`src/rtl/pcpi_result_tx.sv`:
```
// pcpi_result_tx
// Return path for the fused matrix-multiply PCPI unit. Each 32-bit result
// captured from the PCPI write-back port is streamed to the host as nibbles,
// LS nibble first, using a 4-phase valid/ack handshake.
// Build option: define PCPI_TX_PENDING_EN to add a one-entry pending buffer
// that holds a result arriving while the previous word is still draining.
// WORD_W must be a multiple of NIB_W.
module pcpi_result_tx #(
  parameter int WORD_W = 32,
  parameter int NIB_W  = 4
) (
  input  logic              clk,
  input  logic              rst,
  input  logic              pcpi_ready,
  input  logic              pcpi_wr,
  input  logic [WORD_W-1:0] pcpi_rd,
  input  logic              out_ack,
  output logic              out_valid,
  output logic [NIB_W-1:0]  out_nibble,
  output logic              busy,
  output logic              pending_full,
  output logic              overflow
);

  localparam int NIBS  = WORD_W / NIB_W;
  localparam int IDX_W = (NIBS > 1) ? $clog2(NIBS) : 1;
  localparam logic [IDX_W-1:0] IDX_LAST = IDX_W'(NIBS - 1);
  localparam logic [IDX_W-1:0] IDX_ONE  = IDX_W'(1);
  localparam logic [IDX_W-1:0] IDX_ZERO = IDX_W'(0);

  typedef enum logic [1:0] {
    ST_IDLE    = 2'd0,
    ST_PRESENT = 2'd1,
    ST_RELEASE = 2'd2
  } state_t;

  state_t            r_state;
  logic [WORD_W-1:0] r_sr;
  logic [IDX_W-1:0]  r_idx;
  logic              r_out_valid;
  logic [NIB_W-1:0]  r_out_nibble;
  logic              r_busy;
  logic              r_overflow;

  logic              w_cap;
  logic              w_final_rel;
  logic              w_absorb;
  logic              w_drop;
  logic              w_pend_full;
  logic [WORD_W-1:0] w_pend_word;
  logic [WORD_W-1:0] w_sr_shift;

  // A result is only taken when the completion strobe qualifies the write-back.
  assign w_cap = pcpi_ready & pcpi_wr;

  // Final-release cycle: last nibble's ack has just dropped, so the shift
  // register is free this very cycle and can take a new word directly.
  assign w_final_rel = (r_state == ST_RELEASE) & ~out_ack & (r_idx == IDX_LAST);

  // Results arriving while the serializer is occupied (outside the
  // final-release cycle) must be buffered or dropped.
  assign w_absorb = w_cap & (r_state != ST_IDLE) & ~w_final_rel;

  assign w_sr_shift = r_sr >> NIB_W;

`ifdef PCPI_TX_PENDING_EN
  logic              r_pend_full;
  logic [WORD_W-1:0] r_pend;

  // Pending slot: refilled by a concurrent capture when it hands its word to
  // the serializer, otherwise filled by a busy-time capture if empty.
  always_ff @(posedge clk) begin
    if (rst) begin
      r_pend_full <= 1'b0;
      r_pend      <= {WORD_W{1'b0}};
    end else if (w_final_rel && r_pend_full) begin
      r_pend_full <= w_cap;
      r_pend      <= pcpi_rd;
    end else if (w_absorb && !r_pend_full) begin
      r_pend_full <= 1'b1;
      r_pend      <= pcpi_rd;
    end else begin
      r_pend_full <= r_pend_full;
      r_pend      <= r_pend;
    end
  end

  assign w_pend_full = r_pend_full;
  assign w_pend_word = r_pend;
  assign w_drop      = w_absorb & r_pend_full;
`else
  assign w_pend_full = 1'b0;
  assign w_pend_word = {WORD_W{1'b0}};
  assign w_drop      = w_absorb;
`endif

  // Sticky overflow flag; only reset clears it.
  always_ff @(posedge clk) begin
    if (rst) begin
      r_overflow <= 1'b0;
    end else if (w_drop) begin
      r_overflow <= 1'b1;
    end else begin
      r_overflow <= r_overflow;
    end
  end

  // Serializer FSM with registered handshake outputs.
  always_ff @(posedge clk) begin
    if (rst) begin
      r_state      <= ST_IDLE;
      r_sr         <= {WORD_W{1'b0}};
      r_idx        <= IDX_ZERO;
      r_out_valid  <= 1'b0;
      r_out_nibble <= {NIB_W{1'b0}};
      r_busy       <= 1'b0;
    end else begin
      case (r_state)
        ST_IDLE: begin
          if (w_cap) begin
            r_state      <= ST_PRESENT;
            r_sr         <= pcpi_rd;
            r_idx        <= IDX_ZERO;
            r_out_valid  <= 1'b1;
            r_out_nibble <= pcpi_rd[NIB_W-1:0];
            r_busy       <= 1'b1;
          end else begin
            r_out_valid  <= 1'b0;
            r_out_nibble <= {NIB_W{1'b0}};
            r_busy       <= 1'b0;
          end
        end

        ST_PRESENT: begin
          if (out_ack) begin
            r_state     <= ST_RELEASE;
            r_out_valid <= 1'b0;
          end else begin
            r_out_valid <= 1'b1;
          end
        end

        ST_RELEASE: begin
          if (out_ack) begin
            // Host still holding ack high: wait here indefinitely.
            r_out_valid <= 1'b0;
          end else if (r_idx != IDX_LAST) begin
            r_state      <= ST_PRESENT;
            r_sr         <= w_sr_shift;
            r_idx        <= r_idx + IDX_ONE;
            r_out_valid  <= 1'b1;
            r_out_nibble <= w_sr_shift[NIB_W-1:0];
          end else if (w_pend_full) begin
            r_state      <= ST_PRESENT;
            r_sr         <= w_pend_word;
            r_idx        <= IDX_ZERO;
            r_out_valid  <= 1'b1;
            r_out_nibble <= w_pend_word[NIB_W-1:0];
          end else if (w_cap) begin
            r_state      <= ST_PRESENT;
            r_sr         <= pcpi_rd;
            r_idx        <= IDX_ZERO;
            r_out_valid  <= 1'b1;
            r_out_nibble <= pcpi_rd[NIB_W-1:0];
          end else begin
            r_state      <= ST_IDLE;
            r_idx        <= IDX_ZERO;
            r_out_valid  <= 1'b0;
            r_out_nibble <= {NIB_W{1'b0}};
            r_busy       <= 1'b0;
          end
        end

        default: begin
          r_state      <= ST_IDLE;
          r_idx        <= IDX_ZERO;
          r_out_valid  <= 1'b0;
          r_out_nibble <= {NIB_W{1'b0}};
          r_busy       <= 1'b0;
        end
      endcase
    end
  end

  assign out_valid    = r_out_valid;
  assign out_nibble   = r_out_nibble;
  assign busy         = r_busy;
  assign pending_full = w_pend_full;
  assign overflow     = r_overflow;

endmodule

```
`config.mk`:
```
export PLATFORM = sky130hd
export DESIGN_NAME = pcpi_result_tx
export DESIGN_NICKNAME = d
export VERILOG_FILES = /design/src/rtl/pcpi_result_tx.sv
export SDC_FILE = /design/constraint.sdc
export NUM_CORES = 1
export LEC_CHECK = 0
export ABC_AREA = 1
export BUFFER_PORTS_ARGS = -buffer_cell sky130_fd_sc_hd__buf_2
export CORE_UTILIZATION = 42
export CTS_CLUSTER_DIAMETER = 150
export DETAILED_ROUTE_END_ITERATION = 7
export PLACE_DENSITY = 0.7
export SYNTH_ARGS = -nofsm -noshare
export SYNTH_HDL_FRONTEND = slang
export SYNTH_SLANG_ARGS = --single-unit
```
`constraint.sdc`:
```
create_clock -name clk -period 1.85 [get_ports clk]
set_input_delay 0.185 -clock clk [delete_from_list [all_inputs] [get_ports clk]]
set_output_delay 0.185 -clock clk [all_outputs]
set_load 0.005 [all_outputs]
```
==> results of run 1 <==
power by group:
group | internal (mW) | leakage (nW) | switching [mW] | total, mW
clock | 0.303 | 0.0445 | 0.302 | 0.605
combinational | 0.122 | 0.722 | 0.186 | 0.308
sequential | 0.927 | 0.329 | 0.0376 | 0.965
total | 1.35 | 1.10 | 0.525 | 1.88
cell usage in the layout (no fill, tap or decap), drive strengths merged:
cell and count:
inv 17, a21oi 11, nand3 33, buf 48
conb 1, o21ai 25, dfxtp 40, clkinvlp 1
nand2 86, nor2 71, nor3 4, ha 2
clkbuf 7
routing by layer:
metal / part of all wire, % / vias to the layer above / GRT usage, %
met1: 49 / 889 / 25.9
met3: 4.3 / 4 / 3.80
li1: - / 1038 / -
met5: 0 / - / 0
met4: 0.91 / 0 / 6.22
met2: 46 / 38 / 32.8
worst max-delay path: stages (launching register included):
cell	delay, ns
dfxtp_1	0.33
ha_1	0.20
ha_1	0.30
nor2_8	0.25
nand2_4	0.09
nand2_4	0.24
nor2_1	0.09
nor2_1	0.08
flip-flops by register name (all words and copies together) (netlist names):
signal      cells
r_sr           28
out_nibble      4
r_idx           3
r_state         2
busy            1
out_valid       1
overflow        1
worst paths after layout:
| check | endpoint | slack, ns | depth (start not counted) |
|---|---|---|---|
| worst max register to register | out_valid | 0.20 | 7 |
| worst min-delay path | out_nibble[3] | 0.16 | 3 |
| worst max-delay path | out_valid | 0.20 | 7 |
| worst min register to register | overflow | 0.45 | 2 |
cells in the mapped netlist, types with 2 or more instances:
cell | n | area share [%]
ha_1 | 2 | 1.2
nor2_1 | 69 | 13
buf_2 | 4 | 0.99
nor3_1 | 4 | 0.99
nand2_1 | 79 | 15
nand2_4 | 3 | 1.7
clkbuf_1 | 5 | 0.93
nand3_1 | 32 | 7.9
a21oi_1 | 10 | 2.5
inv_1 | 14 | 2.6
nand2_2 | 4 | 1.2
dfxtp_1 | 40 | 40
o21ai_0 | 22 | 5.4
o21ai_1 | 3 | 0.74
buf_6 | 5 | 2.8
inv_2 | 3 | 0.56
logic make-up after synthesis:
kind of cell    synth area share (%)
simple gates                    41.3
fa+ha+maj                       1.24
flops                           39.6
buf+inv                         8.23
compound gates                  9.46
other cells                    0.185
layout make-up:
| type | count | area, µm² |
|---|---|---|
| fill | 474 | 2170 |
| multi-input combinational | 233 | 1060 |
| sequential | 40 | 801 |
| timing repair buffer | 48 | 253 |
| clock buffer | 7 | 86.3 |
| tap | 52 | 65.1 |
| inverter | 17 | 63.8 |
| clock inverter | 1 | 7.51 |
per-stage QoR:
step / instances / area [µm²] / setup slack [ns]
3_3_place_gp: 390 / 2240 / 0.265
2_1_floorplan: 305 / 2020 / 0.390
3_5_place_dp: 390 / 2240 / 0.213
4_1_cts: 398 / 2330 / 0.197
6_report: 398 / 2330 / 0.200
5_1_grt: 398 / 2330 / 0.0460
==> flow_summary_export.csv, run 1 <==
group,metric,value,unit
setup_path,worst-setup-path-type,"register to register",
power,finalPower,1.88,mW
power,power.leakage,1.10,nW
clocking,tritoncts,"done",
yosys,synth_edf_count,0,
setup_path,critPathLaunch,"r_idx[0]",
sta,fmax,0.606,GHz
finish,drive_above_1_share,19.9,%
worst_hold_path,worstHoldStart,"pcpi_rd[3]",
yosys,syn-num-nets,344,
global_route,grt_use_total,19.7,%
run,maxCapViolCount,0,
clocking,cts_made_buffers,5,
die,io_pins,45,
clocking,clk_latency,0.29,ns
sta,rsz0062_at_grt,"false",
power,cellPowerDensity,805,nW/µm²
routing,vias,1969,
die,die_area,5100,µm²
routing,wl,4.62,mm
setup_path,start_kind,"register",
clocking,cts_resized,0,
outcome,status,"finished, violations left",
die,initial_utilization,44.9,%
sta,finalSetupTns,0,ns
global_route,antenna_found_initial,0,
clocking,cts_setup_buffers,0,
die,row_count,24,
finish,syn_to_final_growth,15.3,%
clocking,clock-sinks,40,
setup_path,cp-end-kind,"register",
yosys,avgSynthCellArea,6.63,µm²
power,vdd_drop_max,0.000409,V
sta,min_period_over_period,89.2,%
clocking,cts_htree_levels,2,
outcome,violations,"design-rule violations",
routing,ant_nets,0,
clocking,path_clk_slew,0.07,ns
die,die_x,71.4,µm
yosys,synth_area,2020,µm²
routing,drt-pass1-iter-count,7,
worst_hold_path,hold_path_class,"input pin to register",
placed_design,dp_hpwl,3.22,mm
sta,hold_viol_final,0,
setup_path,path_max_fanout,24,
routing,vias_per_cell,4.95,
die,core-area,4500,µm²
yosys,yosysSeqAreaShare,39.6,%
yosys,synthCells,305,
setup_path,cp.required,2.08,ns
sta,worst-slew-pin-transition,0.551,ns
yosys,ys_seq_elements,40,
clocking,hold_buffers,0,
finish,postLayoutCoreUtil,51.8,%
routing,wire_per_inst,11.6,µm
yosys,synth_ff_type,"dfxtp_1",
placed_design,portBuffers,43,
placed_design,finalWeightedCongestion,0.815,
global_route,grt_first_pass_wirelength,7.90,mm
sta,relSlewSlack,63.3,%
die,die_h,71.4,µm
yosys,yosys.cell_types.count,22,
setup_path,cp.arrival,1.88,ns
yosys,synth-warning-count,0,
global_route,grt_max_degree,27,
sta,finalMaxSlewViolations,0,
routing,drt_iter0_markers,130,
yosys,async_flop_share,0,%
global_route,grt_pass1_vias,1784,
sta,clock-skew-final,0.00678,ns
clocking,cts_root_buffer,"clkbuf_8",
sta,setup_viol,0,
sta,holdWs,0.162,ns
finish,nets,384,
clocking,cts-root-to-sink-buffers,2,
setup_path,reg2reg_from,"r_idx[0]",
finish,diodes,0,
routing,drcViolationCount,4,
sta,fin_crit,1.65,ns
global_route,grt_overflow_total,0,
(Power assumes the default switching activity.)
==> run 2: changes to the inputs <==
Settings changed: ABC_AREA 1 to unset, PLACE_DENSITY 0.7 to 0.71.
==> flow_summary_export.csv, run 2 <==
group,metric,value,unit
outcome,status,"complete, no violations",
worst_hold_path,hold_depth,3,
power,finalPower,2.06,mW
global_route,grt_overflow_total,0,
routing,wire_per_inst,14.3,µm
yosys,yosysTopAreaCell,"dfxtp_1",
sta,relSlewSlack,54.3,%
run,maxCapViolCount,0,
sta,rsz0062_at_grt,"true",
clocking,cts_made_buffers,5,
worst_hold_path,hold_path_class,"input pin to register",
finish,largest_register,"r_sr",
die,row_count,24,
routing,vias,1648,
power,power.leakage,1.04,nW
global_route,antenna_found_initial,0,
die,initial_utilization,43.9,%
setup_path,cp.arrival,2.05,ns
worst_hold_path,holdPathEnd,"r_sr[5]",
finish,syn_to_final_growth,28.4,%
clocking,clock-sinks,40,
global_route,grt_first_pass_wirelength,7.24,mm
yosys,async_flop_share,0,%
finish,fin_cells,305,
clocking,cts_root_buffer,"clkbuf_8",
yosys,synth_top_area_share,41.9,%
yosys,yosys.cell_types.count,39,
setup_path,reg2reg_from,"r_idx[0]",
die,die_h,69.4,µm
routing,ant_nets,0,
yosys,avgSynthCellArea,9.59,µm²
yosys,synth_area_leaders,"dfxtp_1, o22ai_2, nor3_2",
routing,drcViolationCount,0,
setup_path,crit_slowest_cell,"or3b_4",
global_route,grt_max_degree,32,
die,die_x,69.4,µm
yosys,yosysSeqAreaShare,41.9,%
clocking,cts_htree_levels,2,
yosys,synth.most_common_cell,"dfxtp_1",
die,io_pins,45,
setup_path,cp.required,2.10,ns
finish,diodes,0,
setup_path,reg2reg_slack,0.05,ns
placed_design,finalWeightedCongestion,0.799,
worst_hold_path,worstHoldStart,"pcpi_rd[5]",
global_route,grt_pass1_vias,1583,
clocking,tritoncts,"done",
finish,largest_reg_flops,28,
yosys,synthCells,199,
finish,postLayoutCoreUtil,56.3,%
placed_design,portBuffers,43,
die,die_area,4820,µm²
finish,final_cell_mix,"buf_2, dfxtp_1, nor2_1, nor3_2, o22ai_2",
routing,drt-pass1-iter-count,4,
power,vdd_drop_max,0.000340,V
finish,mostFrequentLayoutCell,"buf_2",
yosys,synth_edf_count,0,
finish,nets,291,
power,cellPowerDensity,841,nW/µm²
clocking,path_clk_slew,0.09,ns
setup_path,start_kind,"register",
sta,worst-slew-pin-transition,0.686,ns
yosys,syn-num-nets,238,
global_route,grt_use_total,19.4,%
routing,vias_per_cell,5.40,
setup_path,r2r-end,"r_sr[11]",
sta,fmax,0.557,GHz
yosys,synth_area,1910,µm²
setup_path,slowest_delay,0.42,ns
routing,drt_iter0_markers,107,
sta,fin_crit,1.80,ns
placed_design,dp_cells,292,
routing,wl,4.37,mm
sta,clock-skew-final,0.0119,ns
sta,min_period_over_period,97.1,%
clocking,clk_latency,0.31,ns
setup_path,cp-end-kind,"register",
finish,fillers,382,
sta,finalMaxSlewViolations,0,
setup_path,worst-setup-path-type,"register to register",
yosys,synth-warning-count,0,
die,core-area,4350,µm²
setup_path,path_cells,"ha_4 > ha_4 > buf_6 > or3b_4 > o2bb2ai_4 > buf_6 > nor2_2 > nor3_2",
yosys,synth_ff_type,"dfxtp_1",
setup_path,reg2reg_depth,8,
sta,setup_viol,0,
setup_path,path_max_fanout,5,
placed_design,dp_hpwl,2.83,mm
yosys,ys_seq_elements,40,
clocking,cts-root-to-sink-buffers,2,
finish,drive_above_1_share,45.5,%
sta,hold_viol_final,0,
yosys,synth_common_cells,"dfxtp_1, nor2_1, nor3_2, o22ai_2, nor3_1",
run 2: cell count changes after synthesis, moves of 5 or more:
| cell | change |
|---|---|
| inv_1 | -13 |
| nand2_1 | -73 |
| nand3_1 | -32 |
| nor2_1 | -32 |
| nor2b_1 | +5 |
| nor3_1 | +6 |
| nor3_2 | +18 |
| o21ai_0 | -19 |
| o22ai_1 | +5 |
| o22ai_2 | +16 |
run 2: routing by layer:
metal,routed length [µm],global-route usage [%],vias to the layer above,part of all wire [%]
li1,-,-,818,-
met5,0,0,-,0
met2,1970,29.0,36,45
met3,175,3.92,8,4.0
met4,109,11.6,0,2.5
met1,2110,25.6,786,48
run 2: cells by family after synthesis:
kind of cell | count (synthesis) | share of synthesized area, %
AO/OA/AOI/OAI | 39 | 19.1
XOR/XNOR | 1 | 0.459
buffers and inverters | 17 | 5.24
multiplexers | 4 | 2.10
flip-flops | 40 | 41.9
adder cells (fa/ha/maj) | 2 | 1.31
AND/OR/NAND/NOR | 95 | 29.6
other | 1 | 0.196
run 2: how the worst max path moves through the flow:
stage                     to  depth (start not counted)     start  slack, ns
finish              r_sr[11]                          8  r_idx[0]       0.05
CTS                 r_sr[19]                          8  r_idx[0]      -0.02
detailed placement  r_sr[11]                          8  r_idx[0]      -0.06
floorplan           r_sr[15]                          7  r_idx[0]       0.01
global placement    r_sr[11]                          8  r_idx[0]     -0.007
global route        r_sr[11]                          8  r_idx[0]     -0.006
run 2: where the power goes:
group | switching [mW] | internal [mW] | total (mW)
Sequential | 0.0417 | 0.923 | 0.965
Combinational | 0.166 | 0.157 | 0.323
Clock | 0.332 | 0.441 | 0.774
Total | 0.540 | 1.52 | 2.06
run 2: repair_timing:
| action | 4_1_cts | 5_1_grt |
|---|---|---|
| hold buffers | 0 | 0 |
| hold endpoints to repair | 0 | 0 |
| gates cloned | 3 | 0 |
| gates resized for setup | 9 | 6 |
| buffers inserted | 1 | 1 |
| setup endpoints to repair | 21 | 26 |
| pin swaps | 4 | 5 |
run 2: critical path: cells and delay by family (launching register included):
kind	cells	cell delay (ns)
AOI/OAI and AO/OA	1	0.22
DFF	1	0.34
buffers and inverters	2	0.26
and+or+nand+nor	3	0.61
adders and majority gates	2	0.31
run 2: stage by stage:
stage	setup TNS (ns)	hold slack [ns]	setup slack [ns]	instance area, µm²
floorplan	0	0.348	0.0141	1910
global placement	-0.0104	0.436	-0.00743	2220
detailed placement	-0.675	0.442	-0.0637	2220
CTS	-0.171	0.153	-0.0214	2410
global route	-0.00575	0.157	-0.00573	2450
finish	0	0.156	0.0536	2450
run 2: area by class of cell:
class	count	area, µm²	share of cell area [%]
inverters	2	7.51	0.306
multi-input cells	143	1070	43.8
clock buffers	6	82.6	3.37
well taps	52	65.1	2.65
repair buffers	60	379	15.5
clock inverters	2	38.8	1.58
flip-flops and latches	40	803	32.8
